==> config.mk <==
export PLATFORM = sky130hd
export DESIGN_NAME = coax_rx_buffer
export DESIGN_NICKNAME = d
export VERILOG_FILES = /design/src/rtl/coax_rx_buffer.sv
export SDC_FILE = /design/constraint.sdc
export NUM_CORES = 2
export LEC_CHECK = 0
export CAP_MARGIN = 5
export CORE_ASPECT_RATIO = 1.1
export CORE_MARGIN = 1
export CORE_UTILIZATION = 42
export DETAILED_ROUTE_END_ITERATION = 8
export PLACE_DENSITY = 0.65
export SYNTH_ARGS = -nofsm -noshare
export SYNTH_HDL_FRONTEND = slang
export SYNTH_SLANG_ARGS = --single-unit
==> constraint.sdc <==
create_clock -name clk -period 9.9 [get_ports clk]
set_input_delay 0.99 -clock clk [delete_from_list [all_inputs] [get_ports clk]]
set_output_delay 0.99 -clock clk [all_outputs]
set_load 0.05 [all_outputs]
==> src/rtl/coax_rx_buffer.sv <==
// Receive-side frame buffer for the coax receiver: captures one frame of 10-bit words into a
// FIFO, latches frame status and offers a pull-style read port with one cycle of read latency.
module coax_rx_buffer #(
  parameter int unsigned DEPTH       = 256,
  parameter int unsigned COUNT_WIDTH = $clog2(DEPTH) + 1
) (
  input  logic                   clk,
  input  logic                   reset,
  input  logic                   rx_active_i,
  input  logic                   rx_error_i,
  input  logic [9:0]             rx_data_i,
  input  logic                   rx_strobe_i,
  output logic                   rx_reset_o,
  input  logic                   clear_i,
  input  logic                   read_strobe_i,
  output logic [9:0]             read_data_o,
  output logic                   read_valid_o,
  output logic                   empty_o,
  output logic                   full_o,
  output logic [COUNT_WIDTH-1:0] count_o,
  output logic                   frame_done_o,
  output logic                   frame_error_o,
  output logic [9:0]             error_code_o,
  output logic                   overflow_o
);

  localparam int unsigned PtrW = $clog2(DEPTH);

  typedef enum logic [1:0] {StIdle, StReceiving, StDone, StError} state_e;

  state_e state_q, state_d;
  logic   receiving;
  logic   active_prev_q;
  logic   active_rise;

  logic [9:0]             mem_q [DEPTH];
  logic [PtrW-1:0]        wr_ptr_q, rd_ptr_q;
  logic [COUNT_WIDTH-1:0] count_q, count_d;
  logic [9:0]             read_data_q;
  logic                   read_valid_q;
  logic                   frame_done_q, frame_error_q, overflow_q, rx_reset_q;
  logic [9:0]             error_code_q;
  logic                   wr_en, rd_en, wr_drop;

  assign active_rise = rx_active_i & ~active_prev_q;

  // FSM: state register
  always_ff @(posedge clk) begin
    if (reset) state_q <= StIdle;
    else       state_q <= state_d;
  end

  // FSM: next state; clear dominates every state
  always_comb begin
    state_d = state_q;
    if (clear_i) begin
      state_d = StIdle;
    end else begin
      unique case (state_q)
        StIdle:      if (active_rise) state_d = StReceiving;
        StReceiving: begin
          if (rx_error_i)        state_d = StError;
          else if (!rx_active_i) state_d = StDone;
        end
        StDone:      state_d = StDone;
        StError:     state_d = StError;
        default:     state_d = StIdle;
      endcase
    end
  end

  // FSM: outputs
  always_comb begin
    receiving = (state_q == StReceiving);
  end

  assign empty_o = (count_q == '0);
  assign full_o  = (count_q == COUNT_WIDTH'(DEPTH));

  // Full is judged on the registered count, so a pop in the same cycle cannot make room
  assign wr_en   = receiving & rx_strobe_i & ~full_o & ~clear_i;
  assign wr_drop = receiving & rx_strobe_i & full_o & ~clear_i;
  assign rd_en   = read_strobe_i & ~empty_o & ~clear_i;

  always_comb begin
    count_d = count_q;
    if (clear_i) begin
      count_d = '0;
    end else begin
      unique case ({wr_en, rd_en})
        2'b10:   count_d = count_q + COUNT_WIDTH'(1);
        2'b01:   count_d = count_q - COUNT_WIDTH'(1);
        default: count_d = count_q;
      endcase
    end
  end

  always_ff @(posedge clk) begin
    if (wr_en) mem_q[wr_ptr_q] <= rx_data_i;
  end

  always_ff @(posedge clk) begin
    if (reset) begin
      active_prev_q <= 1'b0;
      wr_ptr_q      <= '0;
      rd_ptr_q      <= '0;
      count_q       <= '0;
      read_data_q   <= '0;
      read_valid_q  <= 1'b0;
      frame_done_q  <= 1'b0;
      frame_error_q <= 1'b0;
      error_code_q  <= '0;
      overflow_q    <= 1'b0;
      rx_reset_q    <= 1'b1;
    end else begin
      active_prev_q <= rx_active_i;
      count_q       <= count_d;
      read_valid_q  <= rd_en;
      rx_reset_q    <= clear_i;
      if (rd_en) read_data_q <= mem_q[rd_ptr_q];
      if (clear_i) begin
        wr_ptr_q      <= '0;
        rd_ptr_q      <= '0;
        frame_done_q  <= 1'b0;
        frame_error_q <= 1'b0;
        error_code_q  <= '0;
        overflow_q    <= 1'b0;
      end else begin
        if (wr_en)   wr_ptr_q   <= wr_ptr_q + PtrW'(1);
        if (rd_en)   rd_ptr_q   <= rd_ptr_q + PtrW'(1);
        if (wr_drop) overflow_q <= 1'b1;
        if (receiving) begin
          if (rx_error_i) begin
            frame_error_q <= 1'b1;
            error_code_q  <= rx_data_i;
          end else if (!rx_active_i) begin
            frame_done_q <= 1'b1;
          end
        end
      end
    end
  end

  assign count_o       = count_q;
  assign read_data_o   = read_data_q;
  assign read_valid_o  = read_valid_q;
  assign frame_done_o  = frame_done_q;
  assign frame_error_o = frame_error_q;
  assign error_code_o  = error_code_q;
  assign overflow_o    = overflow_q;
  assign rx_reset_o    = rx_reset_q;

endmodule

==> flow_summary.yaml <==
placement:
  io_buffers: 52
  hpwl_mm: 168
  place_congestion: 0.933
global_route:
  gr-total-overflow: 0
  grt_pass1_vias: 50917
  antenna_found_initial: 8
  grtUsageTotal: 0.227
  grt_pass1_wl_mm: 392
  grt_max_degree: 184
cts:
  cts_resized: 0
  cts.reportedPaths.clkPinSlew_ns: 0.06
  postCtsSetupRepairBufs: 0
  root_buffer: "clkbuf_16"
  holdBufCountCts: 0
  worstSkewPairLatency_ns: 0.89
  cts_tree: "yes"
  cts.sinks: 2613
  clock_path_buffers: 3
  htreeDepth: 4
  cts_buffers: 240
timing:
  min_period_ns: 5.10
  fin_tns_setup_ns: 0
  fin_skew_ns: 0.0499
  grt_setup_unrepaired: "no"
  max_slew_margin: 0.123
  setup_viol: 0
  slew_violations: 0
  finalHoldViolations: 0
  layout_worst_path_cycle_share: 0.515
  worst_pin_slew_ns: 1.31
  fmax_mhz: 196
layout:
  areaGrowthSynthToFinish_pct: 11.8
  multi_input_area_mm2: 0.0219
  final_cell_mix: "2560 x edfxtp_1, 580 x mux4_2, 349 x nor2_1"
  nets: 4996
  drive_above_1_share: 0.215
  layout_commonest_cell: "edfxtp_1"
  nFillCells: 19261
  seq_area_mm2: 0.0780
routing:
  vias_per_cell: 6.17
  detail_route.iter0.violations: 6894
  firstDrtPassIters: 6
  drtAntennaViolNets: 0
  finalWirelength_mm: 278
  wl_per_cell_um: 33.4
  post-route-drc-count: 0
  num_vias: 51248
logic_synthesis:
  yosysSeqAreaShare: 0.768
  synth_cells: 4840
  synth_fp_nets: 4871
  synth-async-reset-ratio: 0
  ys_types: 79
  yosys_most_used_dff: "edfxtp_1"
  avgSynthCellArea_um2: 21.0
  yosysWarnings: 0
  ys_ff_latch: 2613
  synth_area_mm2: 0.101
  synth_edf_count: 2560
critical_path:
  r2r_cells: 8
  crit_family: "multiplexers"
  worstPathRequired_ns: 10.65
  r2r_end: "read_data_o[2]$_SDFFE_PP0P_"
  r2r-start: "rd_ptr_q[0]$_SDFFE_PP0P_"
  slowest_stage: "dfxtp_4"
  worst_setup_path_end_kind: "register"
  crit_arrival_ns: 5.85
  critPathKind: "register to register"
  cp_cell_sequence: "buf_4 -> buf_4 -> mux4_2 -> mux4_2 -> mux2i_1 -> o22ai_1 -> nor3_1 -> o32ai_1"
  critPathLaunchType: "register"
  crit_path_max_incr_delay_ns: 0.94
  critPathMaxFanout: 35
  crit_buf_inv: 2
  r2r_slack_ns: 4.80
floorplanning:
  fp-row-count: 188
  pin_count: 53
  design.die.area_mm2: 0.243
  coreArea_mm2: 0.239
  initial_core_util: 0.424
  die_y_um: 517
  die_w_um: 471
worst_hold_path:
  hp-class: "register to register"
  min_from: "error_code_o[2]$_SDFFE_PP0P_"
  hold_path_end: "error_code_o[2]$_SDFFE_PP0P_"
  holdPathStages: 2
power:
  p_total_w: 0.0219
  ir_worst_vdd_v: 0.000162
  p_leak_nw: 33.8
  power_density_mw_per_mm2: 193
outcome:
  status: "complete, no violations"
flow_run:
  drv_cap: 0
-- tightest hold or removal path, delay by kind of cell, from the launching register on --
family	cells	cell delay [ns]
AOI/OAI and AO/OA	1	0.05
DFF	1	0.31
and+or+nand+nor	1	0.05
-- metrics by stage --
stage | std cells | instance area (um^2) | hold WS [ns] | setup WS [ns] | utilization
5_1_grt | 8305 | 113000 | 0.479 | 4.68 | 0.474
4_1_cts | 8304 | 113000 | 0.459 | 4.82 | 0.474
3_5_place_dp | 7858 | 105000 | 0.450 | 4.51 | 0.440
3_3_place_gp | 7856 | 105000 | 0.441 | 4.36 | 0.440
2_1_floorplan | 4840 | 101000 | 0.473 | 5.52 | -
6_report | 8311 | 113000 | 0.458 | 4.80 | 0.474
-- worst max-delay path by stage --
stage,slack [ns],start,endpoint,cells past startpoint
floorplan,5.52,read_strobe_i,count_o[8]$_SDFFE_PP0P_,15
global placement,4.36,read_strobe_i,count_o[8]$_SDFFE_PP0P_,14
detailed placement,4.51,clear_i,count_o[8]$_SDFFE_PP0P_,13
CTS,4.82,rd_ptr_q[0]$_SDFFE_PP0P_,read_data_o[2]$_SDFFE_PP0P_,8
global route,4.68,rd_ptr_q[0]$_SDFFE_PP0P_,read_data_o[2]$_SDFFE_PP0P_,8
finish,4.80,rd_ptr_q[0]$_SDFFE_PP0P_,read_data_o[2]$_SDFFE_PP0P_,8
-- final cells by class --
class / instances / area share
multi-input combinational: 1924 / 0.193
inverter: 16 / 0.000596
sequential: 2613 / 0.687
antenna: 7 / 0.000154
clock buffer: 295 / 0.0556
clock inverter: 151 / 0.0153
tap: 3135 / 0.0346
timing repair buffer: 170 / 0.0138
-- power breakdown --
| part | internal (W) | switching [W] | total [W] |
|---|---|---|---|
| logic | 0.0000336 | 0.000227 | 0.000261 |
| registers | 0.0121 | 0.00000200 | 0.0121 |
| clock network | 0.00541 | 0.00410 | 0.00950 |
| total | 0.0176 | 0.00432 | 0.0219 |
-- sequential cells by signal (all words and copies together), names as in the netlist --
signal / flops
count_o: 9
wr_ptr_q: 8
rd_ptr_q: 8
frame_done_o: 1
overflow_o: 1
read_valid_o: 1
read_data_o: 10
active_prev_q: 1
error_code_o: 10
rx_reset_o: 1
state_q: 2
frame_error_o: 1
mem_q: 2560
-- routing by layer --
layer	track usage	part of all wire	vias up
met5	0	0.00014	-
met4	0.101	0.048	6
met3	0.0444	0.094	522
met2	0.360	0.48	2889
met1	0.307	0.38	27378
li1	-	-	20453
-- Yosys cell counts, drive strengths merged (9+ instances only) --
master      n  area share
edfxtp   2560        0.76
mux4      581        0.13
nor2      353       0.013
mux2i     246       0.024
buf       170       0.012
nand2     120      0.0044
clkbuf    117      0.0043
a21oi      75      0.0037
o21ai      61      0.0030
dfxtp      53       0.010
o22ai      53      0.0033
a22oi      47      0.0035
a221oi     41      0.0035
nand3      32      0.0016
a211oi     26      0.0019
o221ai     24      0.0021
nor2b      18      0.0011
inv        14     0.00052
ha         13      0.0016
mux2       13      0.0014
nor3       13     0.00064
a21o       12     0.00089
a2111oi    11     0.00095
a31oi      10     0.00062
o31ai      10     0.00074
xnor2      10     0.00086
o211ai      9     0.00067
-- cells by family after synthesis --
| kind of cell | after synthesis | synth area share |
|---|---|---|
| and+or+nand+nor | 594 | 0.0246 |
| xor gates and xnor gates | 18 | 0.00155 |
| adders and majority gates | 14 | 0.00180 |
| AOI/OAI and AO/OA | 458 | 0.0319 |
| DFF | 2613 | 0.768 |
| muxes | 840 | 0.155 |
| buffers and inverters | 303 | 0.0171 |
No activity file was read; power rests on OpenSTA's default activity.
